### config.mk
export PLATFORM = sky130hd
export DESIGN_NAME = dmi_bus_bridge
export DESIGN_NICKNAME = d
export VERILOG_FILES = /design/src/rtl/dmi_bus_bridge.sv
export SDC_FILE = /design/constraint.sdc
export NUM_CORES = 1
export LEC_CHECK = 0
export CAP_MARGIN = 20
export CORE_MARGIN = 1.5
export CORE_UTILIZATION = 46
export DETAILED_ROUTE_END_ITERATION = 10
export GPL_TIMING_DRIVEN = 0
export HOLD_SLACK_MARGIN = 0.02
export PLACE_DENSITY = 0.91
export SLEW_MARGIN = 20
export SYNTH_ARGS = -nofsm -noshare
export SYNTH_HDL_FRONTEND = slang
export SYNTH_SLANG_ARGS = --single-unit
### constraint.sdc
create_clock -name clk -period 4.7 [get_ports clk]
set_clock_uncertainty 0.05 [all_clocks]
set_input_delay 0.94 -clock clk [delete_from_list [all_inputs] [get_ports clk]]
set_output_delay 0.94 -clock clk [all_outputs]
set_load 0.02 [all_outputs]
### src/rtl/dmi_bus_bridge.sv
// DMI-to-register-bus bridge: accepts one DMI request at a time, runs at most one bus access,
// and reports SUCCESS/FAILED/BUSY back to the DTM. Bus waits are bounded by TIMEOUT cycles.

package jtag_dmi_pkg;
  parameter int unsigned DMI_ADDR_WIDTH = 7;
  parameter int unsigned DMI_DATA_WIDTH = 32;
endpackage

module dmi_bus_bridge
  import jtag_dmi_pkg::*;
#(
  parameter int unsigned ADDR_W  = DMI_ADDR_WIDTH,
  parameter int unsigned DATA_W  = DMI_DATA_WIDTH,
  parameter int unsigned TIMEOUT = 255
) (
  input  logic              clk,
  input  logic              rst_n,
  input  logic [ADDR_W-1:0] dmi_addr,
  input  logic [DATA_W-1:0] dmi_wdata,
  input  logic [1:0]        dmi_op,
  input  logic              dmi_req_valid,
  output logic              dmi_req_ready,
  output logic [DATA_W-1:0] dmi_rdata,
  output logic [1:0]        dmi_resp,
  output logic              bus_req,
  output logic              bus_we,
  output logic [ADDR_W-1:0] bus_addr,
  output logic [DATA_W-1:0] bus_wdata,
  input  logic              bus_ack,
  input  logic [DATA_W-1:0] bus_rdata,
  input  logic              bus_err
);

  localparam logic [1:0] OpNop   = 2'd0;
  localparam logic [1:0] OpRead  = 2'd1;
  localparam logic [1:0] OpWrite = 2'd2;
  localparam logic [1:0] OpRsvd  = 2'd3;

  localparam logic [1:0] RespOk   = 2'd0;
  localparam logic [1:0] RespFail = 2'd2;
  localparam logic [1:0] RespBusy = 2'd3;

  localparam int unsigned CntW   = 16;
  localparam logic [CntW-1:0] CntLast = CntW'(TIMEOUT - 1);

  typedef enum logic {StIdle, StBus} state_e;

  state_e            state_q, state_d;
  logic              bus_req_q, bus_req_d;
  logic              bus_we_q, bus_we_d;
  logic [ADDR_W-1:0] bus_addr_q, bus_addr_d;
  logic [DATA_W-1:0] bus_wdata_q, bus_wdata_d;
  logic [DATA_W-1:0] rdata_q, rdata_d;
  logic [1:0]        result_q, result_d;
  logic [CntW-1:0]   cnt_q, cnt_d;

  always_comb begin
    state_d     = state_q;
    bus_req_d   = bus_req_q;
    bus_we_d    = bus_we_q;
    bus_addr_d  = bus_addr_q;
    bus_wdata_d = bus_wdata_q;
    rdata_d     = rdata_q;
    result_d    = result_q;
    cnt_d       = cnt_q;

    unique case (state_q)
      StIdle: begin
        if (dmi_req_valid) begin
          unique case (dmi_op)
            OpNop:  result_d = RespOk;
            OpRsvd: result_d = RespFail;
            OpRead, OpWrite: begin
              state_d     = StBus;
              bus_req_d   = 1'b1;
              bus_we_d    = (dmi_op == OpWrite);
              bus_addr_d  = dmi_addr;
              bus_wdata_d = dmi_wdata;
              cnt_d       = '0;
            end
            default: ;
          endcase
        end
      end
      StBus: begin
        // Ack wins over a timeout expiring in the same cycle.
        if (bus_ack) begin
          state_d   = StIdle;
          bus_req_d = 1'b0;
          result_d  = bus_err ? RespFail : RespOk;
          if (!bus_we_q && !bus_err) rdata_d = bus_rdata;
        end else if (cnt_q == CntLast) begin
          state_d   = StIdle;
          bus_req_d = 1'b0;
          result_d  = RespFail;
        end else begin
          cnt_d = cnt_q + 1'b1;
        end
      end
      default: state_d = StIdle;
    endcase
  end

  always_ff @(posedge clk) begin
    if (!rst_n) begin
      state_q     <= StIdle;
      bus_req_q   <= 1'b0;
      bus_we_q    <= 1'b0;
      bus_addr_q  <= '0;
      bus_wdata_q <= '0;
      rdata_q     <= '0;
      result_q    <= RespOk;
      cnt_q       <= '0;
    end else begin
      state_q     <= state_d;
      bus_req_q   <= bus_req_d;
      bus_we_q    <= bus_we_d;
      bus_addr_q  <= bus_addr_d;
      bus_wdata_q <= bus_wdata_d;
      rdata_q     <= rdata_d;
      result_q    <= result_d;
      cnt_q       <= cnt_d;
    end
  end

  assign dmi_req_ready = (state_q == StIdle);
  assign dmi_resp      = (state_q == StBus) ? RespBusy : result_q;
  assign dmi_rdata     = rdata_q;
  assign bus_req       = bus_req_q;
  assign bus_we        = bus_we_q;
  assign bus_addr      = bus_addr_q;
  assign bus_wdata     = bus_wdata_q;

endmodule

Word-level counts from Yosys, hierarchy flattened. Index checks and enable logic that the tools add are counted.

Equal/unequal tests: 10. Bitwise gates (word level): 1. Muxes and demuxes: 22. Add/subtract/negate cells: 1. Reductions and logical operators: 10.

Operator list (number): 16-bit 2-to-1 mux (4); 16-bit case mux with 2 select lines (1); 16-bit by 1-bit adder with 16-bit output (second input constant) (1); 16-bit by 8-bit == test with 1-bit output (second input constant) (1); 3-bit AND reduction (4); 2-bit 2-to-1 mux (5); 1-bit 2-to-1 mux (8); 2-bit case mux with 2 select lines (2); 2-bit inequality test (second input constant) (3); 2-bit == test (second input constant) (2); 1-bit case mux with 2 select lines (2); 4-bit AND reduction (1); 3-bit by 1-bit inequality test with 1-bit output (second input constant) (1); 3-bit by 2-bit inequality test with 1-bit output (second input constant) (1); 2-bit by 1-bit == test with 1-bit output (second input constant) (1); 1-bit zero test (2); 2-bit zero test (1); 2-bit by 1-bit inequality test with 1-bit output (second input constant) (1); 2-bit OR reduction (1); 1-bit logical AND (1); 1-bit inverter (1).

Word-level logic and storage cells: 52. Input bits: 78. Bits in registers: 92.

Longest topological paths before layout.
Depth after elaboration: 5. Mapped depth: 8.

Worst setup path before layout. OpenSTA, ideal clock, no wires.

Path kind: input -> register. Start point: input rst_n. End point: register cnt_q[12]. Data arrival time: 2.087 ns. Cell stages on the path: 5. Path slack: 2.484 ns. Path buffers: 1. Required time: 4.571 ns. Setup time: 0.079 ns. Path through: clkbuf_1 inv_2 or3_1 or4_1 o211ai_1.

RTL lines: from (decl) (line 17) `input logic rst_n,`; to (signal assigned) (line 122) `cnt_q <= cnt_d;`; to (decl) (line 55) `logic [CntW-1:0] cnt_q, cnt_d;`.

Worst setup path after layout.
Start point: register state_q. End point: output dmi_resp[1].

Cells in the longest elaborated chain, start to end: 1.

Ends and longest elaborated chain: from (decl) (line 48) `state_e state_q, state_d;`; from (signal assigned) (line 106) `state_q <= StIdle;`; from (signal assigned) (line 115) `state_q <= state_d;`; 2-bit 2-to-1 mux (line 127) `assign dmi_resp = (state_q == StBus) ? RespBusy : result_q;`; to (decl) (line 24) `output logic [1:0] dmi_resp,`.

No other way between the ends.

==> impl_metrics.env <==
export IMPL_cap_violations=0
export IMPL_critPathKind="reg -> out"
export IMPL_synth_most_common_cell="nand2_1"
export IMPL_p_total_mw=1.59
export IMPL_synthSimpleGateAreaFrac_pct=27.7
export IMPL_synth_nets=545
export IMPL_synth_commonest_cells="156 x nand2_1, 91 x dfxtp_1, 76 x a21oi_1, 25 x clkbuf_1, 16 x nand3_1"
export IMPL_yosys_cell_types_count=43
export IMPL_routedWlPerCell_um=14.3
export IMPL_grt_pass1_wl_um=16700
export IMPL_place_congestion=0.883
export IMPL_finalNetCount=708
export IMPL_syn_area_um2=3680
export IMPL_grt_usage_pct=24.2
export IMPL_fmax_mhz=340
export IMPL_drive_gt1_share_pct=4.76
export IMPL_die_h_um=92.5
export IMPL_finalSetupViolCount=0
export IMPL_drtIter0Drc=207
export IMPL_drc=0
export IMPL_diodes=0
export IMPL_synth_top_area_share_pct=49.5
export IMPL_first_pass_iters=4
export IMPL_crit_required_ns=3.71
export IMPL_reg2reg_to="cnt_q[13]"
export IMPL_cp_max_fo=10
export IMPL_r2r_slack_ns=2.60
export IMPL_arrival_ns=1.95
export IMPL_yosys_area_share_adder_pct=1.70
export IMPL_die_w_um=92.5
export IMPL_cts_resized=0
export IMPL_yosys_warnings=0
export IMPL_synth_xor_area_share_pct=0
export IMPL_tns_ns=0
export IMPL_port_buffer_count=152
export IMPL_ys_seq_area_share_pct=49.5
export IMPL_holdPathStages=2
export IMPL_rows=32
export IMPL_clock_sinks=91
export IMPL_synth_area_per_cell_um2=7.97
export IMPL_grt_pass1_vias=3753
export IMPL_grt_max_degree=19
export IMPL_holdCritPathClass="reg -> reg"
export IMPL_cp_start_kind="register"
export IMPL_min_to="bus_wdata[13]"
export IMPL_drt_antenna_violating_nets=0
export IMPL_cp_end_kind="primary output"
export IMPL_postCtsHoldBufs=0
export IMPL_core_area_um2=7730
export IMPL_htreeDepth=3
export IMPL_synth_area_leader_cell="dfxtp_1"
export IMPL_status="completed"
export IMPL_grt_setup_unrepaired="false"
export IMPL_synth_edf_count=0
export IMPL_min_period_over_period_pct=62.6
export IMPL_power_density_nw_per_um2=287
export IMPL_netlist_top_cells_area="dfxtp_1 49%, nand2_1 16%, a21oi_1 10%, clkbuf_1 2.5%, mux2i_1 2.2%"
export IMPL_clk_pin_slew_ns=0.09
export IMPL_dpl_hpwl_um=7720
export IMPL_relSlewSlack_pct=62.2
export IMPL_start_util_pct=47.7
export IMPL_p_leak_nw=1.89
export IMPL_ff2ff_path_depth=4
export IMPL_reg2reg_from="cnt_q[9]"
export IMPL_via_per_inst=5.23
export IMPL_synth_compound_area_share_pct=14.2
export IMPL_cp_startpoint="state_q"
export IMPL_ir_drop_mv=0.190
export IMPL_post_cts_setup_buffers=0
export IMPL_cts_buffers_inserted=9
export IMPL_grt_ovfl_total=0
export IMPL_via_count=3826
export IMPL_wl_um=10500
export IMPL_clock_latency_ns=0.37
export IMPL_io_pins=154
export IMPL_hold_viol=0
export IMPL_syn_inst=462
export IMPL_synth_top_flop_cell="dfxtp_1"
export IMPL_synth_top_family_by_area="simple AND/OR/NAND/NOR gates"
export IMPL_cts_tree="done"
export IMPL_min_period_ns=2.94
export IMPL_tightestPinTransition_ns=0.566
export IMPL_clockBufferDepth=2
export IMPL_hold_path_startpoint="bus_wdata[13]"
export IMPL_die_area_um2=8550
export IMPL_area_growth_pct=50.1
export IMPL_ys_ff_latch=91
export IMPL_muxShareOfSynthArea_pct=2.17
export IMPL_cts_root_buf="clkbuf_8"
export IMPL_drv_slew=0
export IMPL_ys_async_sr_fraction_pct=0
export IMPL_grt_antenna_before_repair=0
[worst max-delay path by stage]
stage	endpoint	slack, ns	depth (start not counted)
2_1_floorplan	cnt_q[12]	2.48	5
3_3_place_gp	dmi_rdata[23]	1.67	6
3_5_place_dp	dmi_rdata[29]	1.64	6
4_1_cts	dmi_resp[1]	1.78	3
5_1_grt	dmi_resp[1]	1.71	3
6_report	dmi_resp[1]	1.76	3
[kinds of logic after synthesis]
| family | Yosys count |
|---|---|
| AOI/OAI and AO/OA | 94 |
| adders and majority gates | 5 |
| and+or+nand+nor | 224 |
| DFF | 91 |
| muxes | 8 |
| buffers and inverters | 40 |
[state kept, by name, indices dropped and copies added, names as in the netlist]
register	count
bus_addr	7
dmi_rdata	32
bus_we	1
cnt_q	16
result_q	1
state_q	1
bus_req	1
bus_wdata	32
[through the flow]
step	utilization (%)	cell area [um2]	instances	hold slack, ns	worst slack [ns]
after floorplan	-	3680	462	0.384	2.48
after global placement	69.0	5330	716	0.390	1.67
after detailed placement	69.0	5330	716	0.396	1.64
after CTS	71.5	5530	732	0.409	1.78
after global routing	71.5	5530	732	0.426	1.71
final	71.5	5530	732	0.406	1.76
[report_power, final]
group / total (mW) / internal (mW) / switching (mW)
Sequential: 0.811 / 0.797 / 0.0136
Clock: 0.520 / 0.207 / 0.313
Combinational: 0.256 / 0.129 / 0.127
[area by class of cell]
type | count | area (um2)
inverters | 7 | 26.3
repair buffers | 152 | 1520
well taps | 102 | 128
plain buffers | 33 | 149
clock inverters | 7 | 70.1
fillers | 608 | 2200
clock buffers | 9 | 124
flip-flops and latches | 91 | 1820
multi-input cells | 331 | 1690
[layout by cell type (no fill, tap or decap), drive strengths merged]
cell	Yosys	layout
a21oi	76	76
and3	1	1
buf	8	8
clkbuf	25	34
clkdlybuf4s50	0	152
clkinv	1	3
clkinvlp	0	1
dfxtp	91	91
ha	5	5
inv	6	10
mux2i	8	8
nand2	156	156
nand2b	7	7
nand3	16	16
nand3b	2	2
nand4	6	6
nand4b	2	2
nor2	6	6
nor2b	1	1
nor3	5	5
nor3b	1	1
nor4	4	4
nor4b	1	1
o211a	1	1
o211ai	4	4
o21ai	5	5
o221ai	4	4
o22ai	1	1
o311ai	1	1
o31a	1	1
o32ai	1	1
or2	2	2
or3	4	4
or3b	1	1
or4	8	8
or4bb	1	1
[worst max-delay path, cell delays in order, from the launching register on]
cell and delay, ns:
dfxtp_1 0.39, clkbuf_1 0.38, or2_2 0.20, clkdlybuf4s50_1 0.62
[per-layer routing]
layer	part of all wire, %	routed length [um]	GRT usage, %	up-vias
li1	-	-	-	1890
met1	39	4130	27.7	1744
met2	49	5080	41.3	163
met3	9.4	980	7.96	29
met4	2.6	267	10.1	0
met5	0	0	0	-
Power figures use the tool's default switching activity.
